File: config.mk
export PLATFORM = sky130hd
export DESIGN_NAME = fetch_unit
export DESIGN_NICKNAME = d
export VERILOG_FILES = /design/src/rtl/fetch_unit.sv
export SDC_FILE = /design/constraint.sdc
export NUM_CORES = 1
export LEC_CHECK = 0
export BUFFER_PORTS_ARGS = -buffer_cell sky130_fd_sc_hd__buf_4
export CORE_ASPECT_RATIO = 2
export CORE_UTILIZATION = 40
export CTS_CLUSTER_DIAMETER = 80
export DETAILED_ROUTE_END_ITERATION = 8
export GPL_ROUTABILITY_DRIVEN = 0
export PLACE_DENSITY = 0.76
export SLEW_MARGIN = 20
export SYNTH_ARGS = -nofsm -noshare
export SYNTH_HDL_FRONTEND = slang
export SYNTH_SLANG_ARGS = --single-unit
File: constraint.sdc
create_clock -name clk -period 6.6 [get_ports clk]
set_clock_uncertainty 0.05 [all_clocks]
set_input_delay 0.66 -clock clk [delete_from_list [all_inputs] [get_ports clk]]
set_output_delay 0.66 -clock clk [all_outputs]
set_load 0.01 [all_outputs]
File: src/rtl/fetch_unit.sv
// ---------------------------------------------------------------------------
// fetch_unit
//   Instruction-fetch controller sitting after the program counter. It reads
//   the current PC, sends instruction-memory reads and drives the PC
//   increment/load controls. Fetched {pc, instr} pairs are buffered in a small
//   FIFO for the decode stage. Jump redirects from execute flush that buffer
//   and reload the PC.
//
// Ports
//   clk, reset_n             clock, asynchronous active-low reset
//   pc_val                   current PC register value
//   pc_inc/pc_load/pc_in     PC controls (never inc and load together)
//   imem_req/imem_addr       read request toward instruction memory
//   imem_ack/imem_rdata      read completion; may come in the request cycle
//   jmp_valid/jmp_target     single-cycle redirect request
//   ins_valid/ins_data/ins_pc/ins_ready  buffer head toward decode
//   state_dbg                current FSM state (0 = BOOT, 1 = ISSUE)
//
// Handshakes
//   imem: a transfer happens in any cycle with imem_req & imem_ack. While
//   imem_req is high, imem_addr is held until that ack arrives. A jump may
//   drop the request without an ack, so the memory has to accept an
//   abandoned request.
//   decode: the head entry moves in any cycle with ins_valid & ins_ready.
//   ins_valid does not depend on ins_ready.
// ---------------------------------------------------------------------------
module fetch_unit #(
  parameter int                ADDR_W    = 16,
  parameter int                DATA_W    = 16,
  parameter int                DEPTH     = 2,
  parameter logic [ADDR_W-1:0] RESET_VEC = '0
) (
  input  logic              clk,
  input  logic              reset_n,
  input  logic [ADDR_W-1:0] pc_val,
  output logic              pc_inc,
  output logic              pc_load,
  output logic [ADDR_W-1:0] pc_in,
  output logic              imem_req,
  output logic [ADDR_W-1:0] imem_addr,
  input  logic              imem_ack,
  input  logic [DATA_W-1:0] imem_rdata,
  input  logic              jmp_valid,
  input  logic [ADDR_W-1:0] jmp_target,
  output logic              ins_valid,
  output logic [DATA_W-1:0] ins_data,
  output logic [ADDR_W-1:0] ins_pc,
  input  logic              ins_ready,
  output logic              state_dbg
);

  localparam int PTR_W = (DEPTH > 1) ? $clog2(DEPTH) : 1;
  localparam int CNT_W = $clog2(DEPTH + 1);

  typedef enum logic {
    BOOT  = 1'b0,
    ISSUE = 1'b1
  } state_t;

  state_t            state;
  logic [PTR_W-1:0]  rd_ptr;
  logic [PTR_W-1:0]  wr_ptr;
  logic [CNT_W-1:0]  count;
  logic [ADDR_W-1:0] buf_pc   [DEPTH];
  logic [DATA_W-1:0] buf_data [DEPTH];

  logic in_issue;
  logic jump;
  logic has_room;
  logic req;
  logic push;
  logic head_valid;
  logic pop;

  // The request uses the count at the start of the cycle. A pop in the same
  // cycle frees a slot only for the following cycle.
  assign in_issue   = (state == ISSUE);
  assign jump       = in_issue & jmp_valid;
  assign has_room   = (count < CNT_W'(DEPTH));
  assign req        = in_issue & has_room & ~jmp_valid;
  assign push       = req & imem_ack;
  assign head_valid = (count != '0);
  // The flush takes priority over a concurrent pop.
  assign pop        = head_valid & ins_ready & ~jump;

  // Every output is gated with reset_n, so all of them drop to zero as soon
  // as reset asserts, even in the middle of a memory wait.
  assign imem_req  = reset_n & req;
  assign imem_addr = imem_req ? pc_val : '0;
  assign pc_inc    = reset_n & push;
  assign pc_load   = reset_n & ((state == BOOT) | jump);

  always_comb begin
    pc_in = '0;
    if (reset_n) begin
      if (state == BOOT) begin
        pc_in = RESET_VEC;
      end else if (jump) begin
        pc_in = jmp_target;
      end
    end
  end

  assign ins_valid = reset_n & head_valid;
  assign ins_data  = ins_valid ? buf_data[rd_ptr] : '0;
  assign ins_pc    = ins_valid ? buf_pc[rd_ptr]   : '0;
  assign state_dbg = state;

  // Control: FSM, pointers and occupancy count.
  always_ff @(posedge clk or negedge reset_n) begin
    if (!reset_n) begin
      state  <= BOOT;
      rd_ptr <= '0;
      wr_ptr <= '0;
      count  <= '0;
    end else begin
      case (state)
        BOOT: begin
          state <= ISSUE;
        end
        ISSUE: begin
          if (jump) begin
            rd_ptr <= '0;
            wr_ptr <= '0;
            count  <= '0;
          end else begin
            if (push) wr_ptr <= wr_ptr + PTR_W'(1);
            if (pop)  rd_ptr <= rd_ptr + PTR_W'(1);
            if (push && !pop) begin
              count <= count + CNT_W'(1);
            end else if (pop && !push) begin
              count <= count - CNT_W'(1);
            end
          end
        end
        default: state <= BOOT;
      endcase
    end
  end

  // Storage needs no reset because it is read only behind a nonzero count.
  always_ff @(posedge clk) begin
    if (push) begin
      buf_pc[wr_ptr]   <= pc_val;
      buf_data[wr_ptr] <= imem_rdata;
    end
  end

endmodule
### Yosys cells after proc, flatten, opt, wreduce, memory -nomap -nowiden

Memories as Yosys holds them, arrays and structs flattened.
Cells that the tools add are included.

| storage, ports and cells | value |
|---|---|
| output and inout port bits | 69 |
| bits in writable memories | 64 |
| register bits after elaboration | 5 |
| word-level logic and storage cells | 51 |
| input port bits | 53 |
| memories | 2 |

| operators by class | value |
|---|---|
| multiplexer cells | 15 |
| reductions and logical operators | 11 |
| $lt $le $gt $ge | 1 |
| bitwise gates (word level) | 14 |
| add/subtract/negate cells | 4 |

Memories:

| memory | depth | width | rd ports | clocked after memory_dff | write ports | line | source |
|---|---|---|---|---|---|---|---|
| buf_data | 2 | 16 | 1 | 0 | 1 | 65 | `logic [DATA_W-1:0] buf_data [DEPTH];` |
| buf_pc | 2 | 16 | 1 | 0 | 1 | 64 | `logic [ADDR_W-1:0] buf_pc [DEPTH];` |

Operators with widths:

| operator | count |
|---|---|
| two-way mux 16 bit | 6 |
| AND 1 bit | 10 |
| two-way mux 1 bit | 6 |
| two-way mux 2 bit | 3 |
| AND reduction 2 bit | 3 |
| nonzero test 2 bit | 3 |
| inverter 1 bit | 3 |
| nonzero test 3 bit | 1 |
| adder 1 bit (second input constant) | 2 |
| adder 2 x 1 -> 2 bit (second input constant) | 1 |
| logical AND 1 bit | 2 |
| logical NOT 1 bit | 2 |
| less-than comparator 2 bit (second input constant) | 1 |
| subtractor 2 x 1 -> 2 bit (second input constant) | 1 |
| OR 1 bit | 1 |

### Depth between registers and ports, before layout

Gate-level depths: netlist (run 1).

| depth | value |
|---|---|
| depth in word-level cells | 9 |
| mapped depth | 5 |
| depth with buffers taken out | 3 |

### Least setup slack after synthesis (run 1)

OpenSTA, ideal clock, no wires.

| timing path | value |
|---|---|
| path kind | input to register |
| start | input jmp_valid |
| end | memory buf_data[0][0] (enable) |
| cell stages on the path | 3 |
| path buffers | 0 |
| slack | 3947 ps |
| data required time | 6129 ps |
| library setup time | 421 ps |
| data arrival time | 2182 ps |
| path through | inv_2 nand4_1 nor2_1 |

| on the way | value |
|---|---|
| longest elaborated chain between the ends | 5 |

RTL lines:

| element | line | source |
|---|---|---|
| start, declared | 43 | `input logic jmp_valid,` |
| inverter 1 bit | 80 | `assign req = in_issue & has_room & ~jmp_valid;` |
| AND 1 bit | 80 |  |
| AND 1 bit | 81 | `assign push = req & imem_ack;` |
| two-way mux 1 bit | 143 | `if (push) begin` |
| two-way mux 1 bit (implied by the code) | 145 | `buf_data[wr_ptr] <= imem_rdata;` |
| end, declared | 65 |  |

Every way passes these cells.

### Worst setup path in the final report (run 1)

| timing path | value |
|---|---|
| start | register rd_ptr |
| end | output ins_data[6] |

| on the way | value |
|---|---|
| longest elaborated chain between the ends | 2 |

RTL lines:

| element | line | source |
|---|---|---|
| start, declared | 61 | `logic [PTR_W-1:0] rd_ptr;` |
| start signal, assigned | 128 | `if (pop) rd_ptr <= rd_ptr + PTR_W'(1);` |
| memory (2 x 16 bit) | - |  |
| two-way mux 16 bit | 105 | `assign ins_data = ins_valid ? buf_data[rd_ptr] : '0;` |
| end, declared | 46 | `output logic [DATA_W-1:0] ins_data,` |

Every way passes these cells.

==> results of run 1 <==
[cell type report]
type                       count  area, um^2
clock buffer                  13         240
clock inverter                 3        12.5
fill                         619        3050
inverter                       4        15.0
multi-input combinational    125         872
sequential                    69        2050
tap                           92         115
timing repair buffer         122         916
[where the power goes]
part / leakage, nW / total, mW / internal [mW] / switching (mW)
Clock: 0.123 / 0.404 / 0.251 / 0.153
Combinational: 0.952 / 0.169 / 0.0932 / 0.0758
Sequential: 0.643 / 0.523 / 0.498 / 0.0251
Total: 1.72 / 1.10 / 0.842 / 0.254
[how the worst max path moves through the flow]
stage	startpoint	end	slack, ns	cells past startpoint
after detailed placement	jmp_valid	buf_pc[1][14]$_DFFE_PP_	4.24	4
final	rd_ptr$_DFFE_PN0P_	ins_data[6]	4.04	3
after CTS	rd_ptr$_DFFE_PN0P_	ins_data[6]	3.95	3
after global placement	jmp_valid	buf_pc[0][9]$_DFFE_PP_	4.33	4
after global routing	rd_ptr$_DFFE_PN0P_	ins_data[2]	3.91	3
after floorplan	jmp_valid	buf_data[0][0]$_DFFE_PP_	3.95	3
[state kept, by name, indices dropped and copies added, names as in the netlist]
name       cells
buf_data      32
buf_pc        32
count          2
rd_ptr         1
state_dbg      1
wr_ptr         1
[layout by cell type, fill, tap and decap left out, types with 2 or more instances in the layout]
master       n
dfrtp_1      4
inv_1        3
and2_1      26
clkbuf_1     4
nor2_1      33
mux2i_1     32
a21oi_1      2
clkbuf_16    9
clkinv_1     2
nand2b_1     3
and2_4       9
edfxtp_1    64
nor2b_1      2
buf_4      122
o22ai_1      2
nor2_4       2
[metrics by stage]
stage          power, mW  std cells  setup WS (ns)
3_3_place_gp       0.699        412           4.33
4_1_cts             1.11        428           3.95
2_1_floorplan      0.616        209           3.95
3_5_place_dp       0.704        412           4.24
5_1_grt             1.14        428           3.91
6_report            1.10        428           4.04
[layer usage]
metal	track usage (%)	share of wire [%]	vias to the layer above
met5	0	0	-
met4	10.7	3.0	0
met3	5.95	7.0	14
met2	29.9	56	102
met1	15.6	34	932
li1	-	-	990
[logic make-up after synthesis]
family          count (synthesis)
mux                            33
buf+inv                        15
simple gates                   81
other cells                     1
compound gates                 10
flops                          69
[critical path, stage by stage, from the launching register on]
cell and delay (ns):
dfrtp_2 1.00, mux2i_1 0.32, nor2_1 0.06, buf_4 0.15
==> out/qor.yml, run 1 <==
yosys.cell_count.top_type: "edfxtp_1"
cts_buffers: 9
vdd_drop_max_mv: 0.192
arrival_ns: 1.85
port_buffers: 121
crit_path_end_kind: "output pin"
ys_types: 30
hpwl_um: 4370
antenna_found_initial: 0
post_cts_buffers: 0
synth_edf_count: 64
syn-instance-count: 209
final.setup.tns_ns: 0
grt_start_max_net_pins: 35
min_period_ns: 2.56
num_io_pins: 122
syn_area_um2: 2990
yosysSeqAreaShare_pct: 68.4
initial_core_util_pct: 41.2
synth-xor-area-share_pct: 0
final_cell_area_um2: 4220
grt_overflow: 0
worstSkewPairLatency_ns: 0.32
synth-seq-cells: 69
wirelength_um: 6230
ant_nets: 0
yosys-top-cells-area: "edfxtp_1, mux2i_1, and2_1, nor2_1, dfrtp_1"
via_per_inst: 4.76
hold_viol_final: 0
yosys_warnings: 0
ys_async_sr_fraction_pct: 7.25
r2r_setup_slack_ns: 4.52
whs_ns: 0.0908
fin_crit_sh_pct: 38.8
synthesis.nets: 262
grt.total_usage_pct: 16.8
dieWidth_um: 63.2
worst_slew_pin_slew_ns: 0.962
synth_common_cells: "edfxtp_1, nor2_1, mux2i_1"
drv_cap: 0
grt_pass1_wl_um: 9570
root_buffer: "clkbuf_16"
final_util_pct: 58.1
htreeDepth: 3
synth-compound-area-share_pct: 2.22
area_growth_syn_to_layout_pct: 41.0
synthMuxAreaShare_pct: 11.1
avgSynthCellArea_um2: 14.3
synth-simple-area-share_pct: 15.1
nets: 384
post_cts_resized: 0
rsz0062_at_grt: "no"
die-area_um2: 7850
r2r-start: "count[1]$_DFFE_PN0P_"
drc_errors: 0
cts.sinks: 69
final_layout_size_suffix_gt1_share_pct: 44.3
worstPathMaxFanout: 34
drv_slew: 0
setup_viol: 0
clockBufferDepth: 2
rows: 44
yosysTopAreaCell: "edfxtp_1"
startpoint_type: "flop"
min_path_type: "in -> async"
hold_buffers: 0
r2r_cells: 3
diodes: 0
critical_path_class: "reg -> out"
drt-initial-drc-count: 63
grt_pass1_vias: 1973
fp.dieH_um: 124
status: "complete, no violations"
rr_endpoint: "buf_data[0][3]$_DFFE_PP_"
pwr_density_cell_nw_per_um2: 260
synthFlopType: "edfxtp_1"
yosys.area_share.adder_pct: 0
dpl-instance-area_um2: 3970
firstDrtPassIters: 4
synth_top_family_by_area: "simple AND/OR/NAND/NOR gates"
routedWlPerCell_um: 14.6
power.leakage_nw: 1.72
vias: 2038
synth_top_area_share_pct: 64.2
crit_required_ns: 5.89
cts_tree: "yes"
relSlewSlack_pct: 35.9
fmax_mhz: 390
coreArea_um2: 7270
clk_pin_slew_worst_paths_ns: 0.05
Note: power is estimated with default switching activity, not from simulation.
==> run 2: changes to the inputs <==
- ABC_AREA: not set -> 1
- PLACE_DENSITY: 0.76 -> 0.75
- clock period: 6.6 -> 2.4 ns (I/O delays scaled with it)
==> out/qor.yml, run 2 <==
avgSynthCellArea_um2: 9.11  # -36%
layoutNonFillerInstCount: 575  # +34%
rows: 45  # +2.3%
syn-instance-count: 350  # +67%
final_cell_mix: "nand2_1, buf_4, inv_1, edfxtp_1, nor2_1"
vdd_drop_max_mv: 0.548  # +190%
antenna_found_initial: 0  # unchanged
yosys_warnings: 0  # unchanged
synth_top_area_share_pct: 60.3  # -4.0 points
relSlewSlack_pct: 62.0  # +26 points
final_util_pct: 58.7  # +0.63 points
rsz0062_at_grt: "no"
routedWlPerCell_um: 11.8  # -19%
startpoint_type: "input pin"
min_period_ns: 2.18
port_buffers: 121  # unchanged
fmax_mhz: 458
final_layout_size_suffix_gt1_share_pct: 31.4  # -13 points
dieWidth_um: 65.1  # +3.1%
setup_viol: 0  # unchanged
power.leakage_nw: 2.40  # +40%
synthFlopType: "edfxtp_1"
dp_cells: 558  # +35%
fin_crit_sh_pct: 90.9
root_buffer: "clkbuf_16"
cp_slowest_cell: "dlygate4sd3_1"
min_path_type: "in -> reg"
final.setup.tns_ns: 0  # unchanged
cts_tree: "yes"
path_cells: "dlygate4sd3_1, buf_4, inv_1, a21oi_4, buf_4, nand2_1, inv_1, buf_4"
status: "complete, no violations"
final_cell_area_um2: 4490  # +6.5%
area_growth_syn_to_layout_pct: 40.9  # about the same
ys_async_sr_fraction_pct: 7.25  # unchanged
dpl-instance-area_um2: 4200  # +5.9%
yosys.cell_count.top_type: "nand2_1"
clockBufferDepth: 2  # unchanged
die-area_um2: 8360  # +6.4%
ant_nets: 0  # unchanged
vias: 2523  # +24%
via_per_inst: 4.39  # -7.9%
fp.dieH_um: 128  # +3.2%
cts_buffers: 9  # unchanged
yosys-top-cells-area: "edfxtp_1, nand2_1, inv_1, nor2_1, dfrtp_1"
crit_path_end_kind: "output pin"
hpwl_um: 4860  # +11%
diodes: 0  # unchanged
grt.total_usage_pct: 17.3  # +0.47 points
crit_path_frequent_cell: "buf_4"
mostFrequentLayoutCell: "nand2_1"
grt_pass1_vias: 2395  # +21%
synth-seq-cells: 69  # unchanged
cts.sinks: 69  # unchanged
reg_top3: "buf_data (32), buf_pc (32), count (2)"
clk_pin_slew_worst_paths_ns: 0.05  # about the same
hold_viol_final: 0  # unchanged
yosysSeqAreaShare_pct: 64.2  # -4.2 points
crit_required_ns: 2.11  # -3.78 ns
drt-initial-drc-count: 54  # -14%
drc_errors: 0  # unchanged
critPathMaxStageDelay_ns: 0.53  # -0.47 ns
grt_overflow: 0  # unchanged
coreArea_um2: 7660  # +5.4%
critical_path_class: "in -> out"
htreeDepth: 3  # unchanged
synth_common_cells: "nand2_1, inv_1, edfxtp_1"
drv_cap: 0  # unchanged
syn_area_um2: 3190  # +6.6%
nets: 529  # +38%
grt_pass1_wl_um: 10700  # +11%
worstPathMaxFanout: 25  # -26%
wirelength_um: 6780  # +8.7%
grt_start_max_net_pins: 35  # unchanged
drv_slew: 0  # unchanged
pwr_density_cell_nw_per_um2: 800  # +210%
worstSkewPairLatency_ns: 0.32  # about the same
initial_core_util_pct: 41.7  # +0.47 points
ys_types: 20  # -33%
arrival_ns: 1.89  # +0.04 ns
synthesis.nets: 403  # +54%
firstDrtPassIters: 4  # unchanged
worst_slew_pin_slew_ns: 0.569  # -0.392 ns
synth_edf_count: 64  # unchanged
num_io_pins: 122  # unchanged
yosysTopAreaCell: "edfxtp_1"
[run 2: changes by cell type after synthesis, moves of 2 or more]
| cell | before | now |
|---|---|---|
| nand2b_1 | 3 | 0 |
| mux2i_1 | 32 | 0 |
| inv_2 | 1 | 4 |
| nor2_1 | 35 | 37 |
| inv_1 | 3 | 69 |
| and2_1 | 26 | 0 |
| buf_2 | 4 | 8 |
| nor2b_1 | 2 | 0 |
| nand3_1 | 0 | 8 |
| o22ai_1 | 2 | 0 |
| and2_4 | 9 | 0 |
| nand2_1 | 1 | 140 |
[run 2: metrics by stage]
| stage | hold slack (ns) | total power [mW] | setup slack, ns |
|---|---|---|---|
| floorplan | -0.106 | 2.02 | -0.226 |
| global placement | 0.00293 | 2.39 | 0.728 |
| detailed placement | 0.00503 | 2.41 | 0.661 |
| CTS | 0.0469 | 3.65 | 0.189 |
| global route | 0.0427 | 3.81 | 0.0786 |
| finish | 0.0588 | 3.60 | 0.219 |
[run 2: critical path, delay by kind of cell]
family                 cells  cell delay [ns]
AND/OR/NAND/NOR            1             0.10
buffers and inverters      6             1.30
AO/OA/AOI/OAI              1             0.24
[run 2: final timing paths]
| check | from | to | slack [ns] | cells past startpoint |
|---|---|---|---|---|
| max in group asynchronous | reset_n | count[1]$_DFFE_PN0P_ | 1.95 | 2 |
| min in group asynchronous | reset_n | state_dbg$_DFF_PN0_ | 0.23 | 2 |
| setup / recovery | reset_n | ins_pc[3] | 0.22 | 8 |
| hold reg to reg | count[0]$_DFFE_PN0P_ | count[0]$_DFFE_PN0P_ | 0.49 | 2 |
| setup reg to reg | state_dbg$_DFF_PN0_ | buf_data[0][0]$_DFFE_PP_ | 0.67 | 5 |
| hold / removal | imem_rdata[4] | buf_data[0][4]$_DFFE_PP_ | 0.06 | 1 |
[run 2: layer usage]
metal  up-vias  global-route usage, %  share of wire (%)
met4         0                   8.06                1.4
met2        92                   32.8                 58
met1      1116                   16.5                 35
met5         -                      0                  0
met3         6                   4.45                5.7
li1       1309                      -                  -
[run 2: what timing repair did]
action                    4_1_cts  5_1_grt
hold endpoints to repair        5        0
hold buffers                    1        0
buffers inserted                0        0
gates resized for setup         0        0
[run 2: where the power goes]
part | total (mW) | internal, mW | switching, mW
clock network | 1.22 | 0.790 | 0.429
logic | 0.953 | 0.377 | 0.576
registers | 1.42 | 1.39 | 0.0305
total | 3.60 | 2.56 | 1.04
[run 2: cells by family after synthesis]
logic type,Yosys count,synth area share [%]
flip-flops,69,64.2
other,1,0.118
AND/OR/NAND/NOR,190,23.7
buffers and inverters,85,10.9
AO/OA/AOI/OAI,5,1.10
[run 2: cell type report]
class,instances,area [um^2]
Clock buffer,10,229
Clock inverter,6,53.8
Fill cell,679,3160
Inverter,73,274
Multi-Input combinational cell,196,817
Sequential cell,69,2050
Tap cell,94,118
Timing Repair Buffer,127,956
==> run 3: changes to the inputs <==
- clock period: 2.4 -> 2.15 ns (I/O delays scaled with it)
==> out/qor.yml, run 3 (synthesized netlist as in run 2, its figures left out) <==
crit_required_ns: 1.88  # -0.23 ns
final_layout_size_suffix_gt1_share_pct: 32.4  # +0.97 points
wirelength_um: 7190  # +6.1%
path_delay_family: "buffers and inverters"
path_cells: "dlygate4sd3_1, buf_4, inv_1, a21oi_4, buf_12, nand2_1, inv_1, buf_4"
arrival_ns: 1.77  # -0.12 ns
power.total_mw: 4.25  # +18%
cts.sinks: 69  # unchanged
rows: 45  # unchanged
critical_path_class: "in -> out"
grt_start_max_net_pins: 35  # unchanged
clk_pin_slew_worst_paths_ns: 0.06  # about the same
port_buffers: 121  # unchanged
cp_slowest_cell: "dlygate4sd3_1"
hpwl_um: 5150  # +6.1%
grt_overflow: 0  # unchanged
routedWlPerCell_um: 12.5  # +5.9%
coreArea_um2: 7660  # unchanged
worstSkewPairLatency_ns: 0.32  # about the same
fp.dieH_um: 128  # unchanged
fill_cells: 650  # -4.3%
grt.total_usage_pct: 18.0  # +0.79 points
post_cts_resized: 0  # unchanged
rsz0062_at_grt: "no"
worst_slew_pin_slew_ns: 0.550  # -0.0192 ns
fin_crit_sh_pct: 94.7
drt-initial-drc-count: 114  # +110%
initial_core_util_pct: 41.7  # unchanged
startpoint_type: "input pin"
grt_pass1_wl_um: 11000  # +3.6%
mostFrequentLayoutCell: "nand2_1"
status: "complete, no violations"
fmax_mhz: 491
num_io_pins: 122  # unchanged
critPathMaxStageDelay_ns: 0.53  # about the same
area_growth_syn_to_layout_pct: 42.9
dr_wl_met3_um: 398  # +3.4%
r2r_setup_slack_ns: 0.51  # -0.16 ns
nets: 530  # +0.19%
htreeDepth: 3  # unchanged
drc_errors: 0  # unchanged
grt_pass1_vias: 2421  # +1.1%
ant_nets: 0  # unchanged
dieWidth_um: 65.1  # unchanged
die-area_um2: 8360  # unchanged
layoutNonFillerInstCount: 576  # +0.17%
vdd_drop_max_mv: 0.760  # +39%
drv_slew: 0  # unchanged
power.leakage_nw: 2.42  # +0.90%
critPathBufInv: 6  # unchanged
top_layer_used: "met4"
reg_top3: "buf_data (32), buf_pc (32), count (2)"
clockBufferDepth: 2  # unchanged
worstPathMaxFanout: 25  # unchanged
dpl-instance-area_um2: 4220  # +0.48%
r2r_cells: 5  # unchanged
min_period_ns: 2.04
final_cell_mix: "nand2_1, buf_4, inv_1, edfxtp_1, nor2_1"
firstDrtPassIters: 4  # unchanged
crit_path_end_kind: "output pin"
holdPathStages: 1  # unchanged
cts_buffers: 9  # unchanged
cp.depth: 8  # unchanged
post_cts_buffers: 0  # unchanged
drt-met1-wl_um: 2530  # +6.5%
min_path_type: "in -> reg"
root_buffer: "clkbuf_16"
relSlewSlack_pct: 63.3  # +1.3 points
final_cell_area_um2: 4560  # +1.4%
antenna_found_initial: 0  # unchanged
diodes: 0  # unchanged
pwr_density_cell_nw_per_um2: 932  # +16%
wl_met2_um: 4100  # +4.7%
cts_tree: "yes"
dp_cells: 559  # +0.18%
hold_viol_final: 0  # unchanged
vias: 2599  # +3.0%
setup_viol: 0  # unchanged
drv_cap: 0  # unchanged
via_per_inst: 4.51  # +2.8%
## run 3: worst reg2reg max path, stage by stage, from the launching register on
cell and delay (ns):
dfrtp_1 0.46, inv_1 0.12, nor2_4 0.14, nand3_4 0.15, nor2_4 0.13, buf_4 0.27
## run 3: power by group
part | switching [mW] | leakage [nW] | internal, mW | total (mW)
clock | 0.539 | 0.148 | 1.02 | 1.56
sequential | 0.0351 | 0.644 | 1.55 | 1.59
combinational | 0.663 | 1.63 | 0.438 | 1.10
total | 1.24 | 2.42 | 3.01 | 4.25
## run 3: timing repair
action	4_1_cts	5_1_grt
hold endpoints to repair	5	0
setup endpoints to repair	0	0
hold buffers	1	0
## run 3: worst paths after layout
path | end | startpoint
max in group asynchronous | wr_ptr$_DFFE_PN0P_ | reset_n
worst max-delay path | ins_pc[6] | reset_n
min in group asynchronous | state_dbg$_DFF_PN0_ | reset_n
worst min register to register | count[1]$_DFFE_PN0P_ | count[1]$_DFFE_PN0P_
worst min-delay path | buf_data[1][5]$_DFFE_PP_ | imem_rdata[5]
worst max register to register | buf_pc[1][0]$_DFFE_PP_ | state_dbg$_DFF_PN0_
## run 3: final cells by class
type / count / area (um^2) / area share [%]
multi-input cells: 196 / 817 / 17.9
well taps: 94 / 118 / 2.58
clock inverters: 7 / 100 / 2.20
inverters: 73 / 274 / 6.01
flip-flops and latches: 69 / 2050 / 44.9
clock buffers: 9 / 225 / 4.94
repair buffers: 128 / 976 / 21.4
## run 3: stage by stage
| step | utilization (%) | hold WS, ns | worst slack [ns] | setup TNS (ns) |
|---|---|---|---|---|
| 6_report | 59.5 | 0.0267 | 0.115 | 0 |
| 5_1_grt | 59.5 | 0.0128 | 0.00938 | 0 |
| 4_1_cts | 59.5 | 0.0162 | 0.109 | 0 |
| 3_5_place_dp | 55.1 | -0.0195 | 0.514 | 0 |
| 3_3_place_gp | 55.1 | -0.0189 | 0.619 | 0 |
| 2_1_floorplan | - | -0.131 | -0.476 | -30.45 |
## run 3: per-layer routing
metal  global-route usage [%]  vias to the layer above
li1                         -                     1307
met1                     17.7                     1176
met2                     33.4                      104
met3                     4.36                       12
met4                     9.85                        0
met5                        0                        -
